$ cat src/rtl/spiflash_mem_if.sv
// spiflash_mem_if: littlecpu memory handshake towards the flash controller.
// The CPU side is the master; the flash controller is the slave.
interface spiflash_mem_if;
   logic        mem_valid;
   logic [31:0] mem_addr;
   logic [3:0]  mem_wstrb;
   logic        mem_ready;
   logic [31:0] mem_rdata;
   logic        mem_err;

   modport master (
      output mem_valid, mem_addr, mem_wstrb,
      input  mem_ready, mem_rdata, mem_err
   );

   modport slave (
      input  mem_valid, mem_addr, mem_wstrb,
      output mem_ready, mem_rdata, mem_err
   );
endinterface

$ cat src/rtl/spiflash_mem.sv
// spiflash_mem: SPI/QSPI NOR-flash read controller on the littlecpu bus.
// Each 32-bit read becomes one complete flash read; writes are rejected.
module spiflash_mem #(
   parameter int CLK_DIV      = 1,
   parameter bit QUAD         = 1'b0,
   parameter int DUMMY_CYCLES = 8,
   parameter int ADDR_BITS    = 24
) (
   input  logic          clk,
   input  logic          reset,
   spiflash_mem_if.slave bus,
   output logic          flash_cs,
   output logic          flash_clk,
   output logic [3:0]    flash_io_out,
   output logic [3:0]    flash_io_oe,
   input  logic [3:0]    flash_io_in
);
   typedef enum logic [2:0] {IDLE, CMD, ADDR, DUMMY, DATA, GAP} state_t;

   localparam logic [7:0] CMD_BYTE  = QUAD ? 8'h6B : 8'h03;
   localparam logic [8:0] HALF_END  = 9'(CLK_DIV - 1);
   localparam logic [8:0] GAP_END   = 9'(2 * CLK_DIV - 1);
   localparam logic [5:0] ADDR_END  = 6'(ADDR_BITS - 1);
   localparam logic [5:0] DUMMY_END = 6'(DUMMY_CYCLES - 1);
   localparam logic [5:0] DATA_END  = QUAD ? 6'd7 : 6'd31;
   localparam bit         HAS_DUMMY = QUAD && (DUMMY_CYCLES > 0);

   state_t      state, state_n;
   logic [8:0]  cnt, cnt_n;
   logic [5:0]  bits, bits_n;
   logic [31:0] sh, sh_n;
   logic [31:0] rx, rx_n;
   logic        cs, cs_n;
   logic        sclk, sclk_n;
   logic [3:0]  out, out_n;
   logic [3:0]  oe, oe_n;
   logic        ready, ready_n;
   logic        err, err_n;
   logic [31:0] rdata, rdata_n;
   logic        half, fall;
   logic [5:0]  last;
   logic        unused_bits;

   assign unused_bits   = ^{bus.mem_addr[31:24], bus.mem_addr[1:0]};
   assign bus.mem_ready = ready;
   assign bus.mem_err   = err;
   assign bus.mem_rdata = rdata;
   assign flash_cs      = cs;
   assign flash_clk     = sclk;
   assign flash_io_out  = out;
   assign flash_io_oe   = oe;

   always_ff @(posedge clk) begin
      if (reset) begin
         state <= IDLE;
         cnt   <= '0;
         bits  <= '0;
         sh    <= '0;
         rx    <= '0;
         cs    <= 1'b1;
         sclk  <= 1'b0;
         out   <= 4'b1100;
         oe    <= 4'b1101;
         ready <= 1'b0;
         err   <= 1'b0;
         rdata <= '0;
      end else begin
         state <= state_n;
         cnt   <= cnt_n;
         bits  <= bits_n;
         sh    <= sh_n;
         rx    <= rx_n;
         cs    <= cs_n;
         sclk  <= sclk_n;
         out   <= out_n;
         oe    <= oe_n;
         ready <= ready_n;
         err   <= err_n;
         rdata <= rdata_n;
      end
   end

   always_comb begin
      state_n = state;
      cnt_n   = cnt;
      bits_n  = bits;
      sh_n    = sh;
      rx_n    = rx;
      cs_n    = cs;
      sclk_n  = sclk;
      out_n   = out;
      oe_n    = oe;
      ready_n = 1'b0;
      err_n   = 1'b0;
      rdata_n = rdata;
      half    = (cnt == HALF_END);
      fall    = half && sclk;

      unique case (state)
         CMD:     last = 6'd7;
         ADDR:    last = ADDR_END;
         DUMMY:   last = DUMMY_END;
         default: last = DATA_END;
      endcase

      unique case (state)
         IDLE: begin
            // the cycle showing mem_ready still has the old request on the bus
            if (bus.mem_valid && !ready) begin
               if (bus.mem_wstrb != 4'b0) begin
                  ready_n = 1'b1;
                  err_n   = 1'b1;
               end else begin
                  state_n = CMD;
                  cnt_n   = '0;
                  bits_n  = '0;
                  sh_n    = {CMD_BYTE, bus.mem_addr[23:2], 2'b00};
                  cs_n    = 1'b0;
                  sclk_n  = 1'b0;
                  out_n   = {3'b110, CMD_BYTE[7]};
               end
            end
         end
         CMD, ADDR, DUMMY, DATA: begin
            cnt_n = half ? 9'd0 : cnt + 9'd1;
            if (half) sclk_n = !sclk;
            if (fall) begin
               bits_n   = bits + 6'd1;
               sh_n     = sh << 1;
               out_n[0] = sh[30];
               if (state == DATA)
                  rx_n = QUAD ? {rx[27:0], flash_io_in}
                              : {rx[30:0], flash_io_in[1]};
               if (bits == last) begin
                  bits_n = '0;
                  unique case (state)
                     CMD: state_n = ADDR;
                     ADDR: begin
                        state_n = HAS_DUMMY ? DUMMY : DATA;
                        oe_n    = 4'b0000;
                     end
                     DUMMY: state_n = DATA;
                     default: begin
                        state_n = GAP;
                        cnt_n   = '0;
                        cs_n    = 1'b1;
                        out_n   = 4'b1100;
                        oe_n    = 4'b1101;
                        ready_n = 1'b1;
                        rdata_n = {rx_n[7:0], rx_n[15:8],
                                   rx_n[23:16], rx_n[31:24]};
                     end
                  endcase
               end
            end
         end
         GAP: begin
            cnt_n = cnt + 9'd1;
            if (cnt == GAP_END) begin
               state_n = IDLE;
               cnt_n   = '0;
            end
         end
         default: state_n = IDLE;
      endcase
   end
endmodule
$ cat src/flat_wrapper.sv
// flat-port wrapper written by rule: the top's interface ports become plain ports
module spiflash_mem_flat 
#(
   parameter int CLK_DIV      = 1,
   parameter bit QUAD         = 1'b0,
   parameter int DUMMY_CYCLES = 8,
   parameter int ADDR_BITS    = 24
)
  (clk, reset, flash_cs, flash_clk, flash_io_out, flash_io_oe, flash_io_in, bus_mem_valid, bus_mem_addr, bus_mem_wstrb, bus_mem_ready, bus_mem_rdata, bus_mem_err);
  spiflash_mem_if bus_i ();
  input  logic clk;
  input  logic reset;
  output logic flash_cs;
  output logic flash_clk;
  output logic [3:0] flash_io_out;
  output logic [3:0] flash_io_oe;
  input  logic [3:0] flash_io_in;
  input wire logic [$bits(bus_i.mem_valid)-1:0] bus_mem_valid;
  input wire logic [$bits(bus_i.mem_addr)-1:0] bus_mem_addr;
  input wire logic [$bits(bus_i.mem_wstrb)-1:0] bus_mem_wstrb;
  output wire logic [$bits(bus_i.mem_ready)-1:0] bus_mem_ready;
  output wire logic [$bits(bus_i.mem_rdata)-1:0] bus_mem_rdata;
  output wire logic [$bits(bus_i.mem_err)-1:0] bus_mem_err;
  assign bus_i.mem_valid = bus_mem_valid;
  assign bus_i.mem_addr = bus_mem_addr;
  assign bus_i.mem_wstrb = bus_mem_wstrb;
  assign bus_mem_ready = bus_i.mem_ready;
  assign bus_mem_rdata = bus_i.mem_rdata;
  assign bus_mem_err = bus_i.mem_err;
  spiflash_mem #(.CLK_DIV(CLK_DIV), .QUAD(QUAD), .DUMMY_CYCLES(DUMMY_CYCLES), .ADDR_BITS(ADDR_BITS)) u_core (.clk(clk), .reset(reset), .bus(bus_i), .flash_cs(flash_cs), .flash_clk(flash_clk), .flash_io_out(flash_io_out), .flash_io_oe(flash_io_oe), .flash_io_in(flash_io_in));
endmodule
$ cat config.mk
export PLATFORM = sky130hd
export DESIGN_NAME = spiflash_mem_flat
export DESIGN_NICKNAME = d
export VERILOG_FILES = /design/src/rtl/spiflash_mem_if.sv /design/src/rtl/spiflash_mem.sv /design/src/flat_wrapper.sv
export SDC_FILE = /design/constraint.sdc
export NUM_CORES = 1
export LEC_CHECK = 0
export ABC_CLOCK_PERIOD_IN_PS = 2700
export CAP_MARGIN = 20
export CORE_ASPECT_RATIO = 0.7
export CORE_MARGIN = 2
export CORE_UTILIZATION = 52
export CTS_BUF_LIST = sky130_fd_sc_hd__clkbuf_8 sky130_fd_sc_hd__clkbuf_16
export DETAILED_ROUTE_END_ITERATION = 10
export PLACE_DENSITY = 0.78
export SLEW_MARGIN = 20
export SYNTH_ARGS = -nofsm -noshare
export SYNTH_HDL_FRONTEND = slang
export SYNTH_SLANG_ARGS = --single-unit
$ cat constraint.sdc
create_clock -name clk -period 2.7 [get_ports clk]
set_input_delay 0.405 -clock clk [delete_from_list [all_inputs] [get_ports clk]]
set_output_delay 0.405 -clock clk [all_outputs]
set_load 0.02 [all_outputs]
==> out/qor.csv <==
metric,value,unit
run_status,"finished, final reports clean",
synthArstFlopShare,0,%
leakage,2.25,nW
crit_path_cell_trace,inv_1 > ha_1 > nor4b_2 > and3_2 > a21oi_1 > or4_1 > a221oi_1,
hpwl,7.09,mm
core-area,0.00896,mm²
grt_busiest_layer,met2,
cts-root-buf,clkbuf_16,
met1_usage,28.6,%
drt_pass1_iterations,5,
fill_cells,721,
via_per_inst,5.37,
gp_congestion,0.858,
tritoncts,built,
synth_xor_area_share,1.66,%
rsz0062_at_grt,no,
multi_input_area,0.00222,mm²
max_freq,402,MHz
ctsHtreeMaxLevel,4,
setup.worst_path.class,reg2reg,
tightestPinTransition,0.650,ns
synth_compound_area_share,16.0,%
use_met3,6.22,%
crit_buf_inv,1,
required,3.00,ns
synth_edf_count,0,
power_density,816,mW/mm²
r2r-start,u_core.cnt[0],
yosys.area_share.adder,1.05,%
clkTransAtPathRegs,0.05,ns
yosysSeqAreaShare,49.2,%
yosysUniqueCellTypes,50,
n_antenna_cell,0,
hold_viol_final,0,
antenna_found_initial,0,
grt_use_total,23.1,%
synth_mux_area_share,4.94,%
seqCellArea,0.00234,mm²
clock_latency,0.41,ns
peakVddDrop,575,µV
crit_path_start_kind,flip-flop,
min_period_over_period,92.1,%
num-nets-final,680,
cpPeakStageDelay,0.58,ns
post_synth.cell_area_avg,8.30,µm²
hold_path_depth,2,
use_met2,39.0,%
finalPower,5.03,mW
via_count,4134,
grt_max_degree,64,
drcViolationCount,0,
fin_skew,0.00892,ns
gr-total-overflow,0,
ys.flop_type,dfxtp_1,
tns,0,ns
std_cell_rows,29,
fin_crit,2.49,ns
post_cts_buffers,0,
clock_sink_count,117,
maxSlewViolCount,0,
io_pins,87,
synthCells,573,
r2r-end,u_core.bits[5],
reg2reg_slack,0.21,ns
grt_pass1_wl,18.5,mm
critPathTopFamily,simple AND/OR/NAND/NOR gates,
holdPathEnd,u_core.bus.mem_rdata[1],
initial_core_util,53.1,%
drive_gt1_share,8.20,%
syn_to_final_growth,29.6,%
max_slew_margin,56.7,%
cap_violations,0,
grt_pass1_vias,3952,
cts_buffers,17,
dieArea,0.00994,mm²
whs,0.448,ns
wire_per_inst,14.2,µm
drtAntennaViolNets,0,
synth_area,0.00476,mm²
io_buffer_count,71,
drtIter0Drc,293,
synth_top_family_by_area,simple AND/OR/NAND/NOR gates,
ctsLongestPathBuffers,2,
worst_path_max_delay_cell,or4_1,
endpoint_kind,flip-flop,
worstHoldPathType,reg2reg,
synth-seq-cells,117,
crit_arrival,2.79,ns
cts_hold_buf,0,
cp-startpoint,u_core.cnt[0],
setup_viol,0,
rr_worst_depth,7,
synth_simple_gate_area_share,22.5,%
die_w,118,µm
cp_max_fo,7,
wl,11.0,mm
die_h,84.0,µm
ys_warn_count,0,
worstHoldStart,u_core.bus.mem_rdata[1],
## cells in the final DEF (no fill, tap or decap), types with 2 or more instances in the layout
master,n
o211ai_1,2
clkbuf_16,17
dfxtp_1,117
conb_1,2
inv_1,6
nand2_1,146
o31ai_1,2
o21ai_0,10
a221oi_1,3
or3_1,4
bufinv_16,3
and3_1,5
buf_4,12
a21oi_1,78
clkinvlp_4,2
nor3_2,2
nand4_1,4
nor2_1,43
ha_1,4
clkbuf_8,5
nand3b_1,3
nor3_1,3
mux2i_1,22
xor2_1,7
clkdlybuf4s50_1,70
xnor2_1,2
nor2b_1,3
and2_1,2
nand3_1,17
clkinv_2,3
a211oi_1,21
## per-layer routing
layer | share of wire, % | vias up
li1 | - | 2070
met1 | 46 | 1944
met2 | 48 | 109
met3 | 4.9 | 11
met4 | 1.0 | 0
met5 | 0 | -
## worst max path at each step
stage | endpoint | slack (ns) | cells after the start
global placement | u_core.bits[5] | 0.26 | 7
finish | u_core.bits[5] | 0.21 | 7
floorplan | u_core.bus.mem_rdata[10] | 0.67 | 9
global route | u_core.bits[5] | 0.1 | 7
detailed placement | u_core.bits[5] | 0.14 | 7
CTS | u_core.bits[5] | 0.13 | 7
## worst reg2reg max path, delay by kind of cell, from the launching register on
kind                       cells  cell delay (ns)
adders and majority gates      1             0.17
buffers and inverters          1             0.12
and+or+nand+nor                3             1.26
DFF                            1             0.32
AOI/OAI and AO/OA              2             0.52
## through the flow
step	cell area, µm²	std cells	util, %	setup slack, ns
2_1_floorplan	4760	574	-	0.670
3_3_place_gp	5540	738	61.8	0.265
3_5_place_dp	5540	738	61.8	0.136
4_1_cts	6160	770	68.8	0.135
5_1_grt	6160	770	68.8	0.0960
6_report	6160	770	68.8	0.214
## Yosys cell counts, types with 2 or more instances
| master | number | area, µm² |
|---|---|---|
| nand2_1 | 146 | 548 |
| dfxtp_1 | 117 | 2340 |
| a21oi_1 | 78 | 390 |
| nor2_1 | 43 | 161 |
| clkbuf_1 | 22 | 82.6 |
| mux2i_1 | 22 | 220 |
| a211oi_1 | 21 | 158 |
| nand3_1 | 17 | 85.1 |
| buf_2 | 16 | 80.1 |
| o21ai_0 | 10 | 50.1 |
| xor2_1 | 7 | 61.3 |
| and3_1 | 6 | 37.5 |
| buf_4 | 5 | 37.5 |
| ha_1 | 4 | 50.1 |
| inv_1 | 4 | 15.0 |
| nand4_1 | 4 | 25.0 |
| nor3_1 | 4 | 20.0 |
| or3_1 | 4 | 25.0 |
| a221oi_1 | 3 | 26.3 |
| nand3b_1 | 3 | 22.5 |
| nor2b_1 | 3 | 18.8 |
| and2_1 | 2 | 12.5 |
| nor4b_2 | 2 | 30.0 |
| o211ai_1 | 2 | 15.0 |
| o31ai_1 | 2 | 15.0 |
| xnor2_1 | 2 | 17.5 |
## cell families after synthesis
logic type,after synthesis
compound gates,129
other cells,1
fa+ha+maj,4
xor+xnor,9
buf+inv,47
flops,117
mux,23
simple gates,243
## layout make-up
cell class | count | area share (%)
Clock buffer | 22 | 8.02
Clock inverter | 10 | 2.07
Inverter | 4 | 0.244
Multi-Input combinational cell | 410 | 36.0
Sequential cell | 117 | 38.0
Tap cell | 124 | 2.52
Timing Repair Buffer | 83 | 13.2
## repair_timing
item | in CTS | in global routing
hold endpoints to repair | 0 | 0
setup endpoints to repair | 0 | 1
resized for setup | 0 | 1
## registers in the layout, indices dropped and copies added (netlist names)
signal                count
u_core.bits               6
u_core.bus.mem_err        1
u_core.bus.mem_rdata     32
u_core.bus.mem_ready      1
u_core.cnt                9
u_core.flash_clk          1
u_core.flash_cs           1
u_core.flash_io_oe        1
u_core.flash_io_out       2
u_core.rx                31
u_core.sh                29
u_core.state              3
## power breakdown
part / switching [mW] / leakage [nW] / total [mW] / internal, mW
Sequential: 0.0644 / 0.944 / 1.87 / 1.80
Combinational: 0.504 / 0.997 / 0.851 / 0.348
Clock: 0.756 / 0.311 / 2.32 / 1.56
No activity file was read; power rests on OpenSTA's default activity.
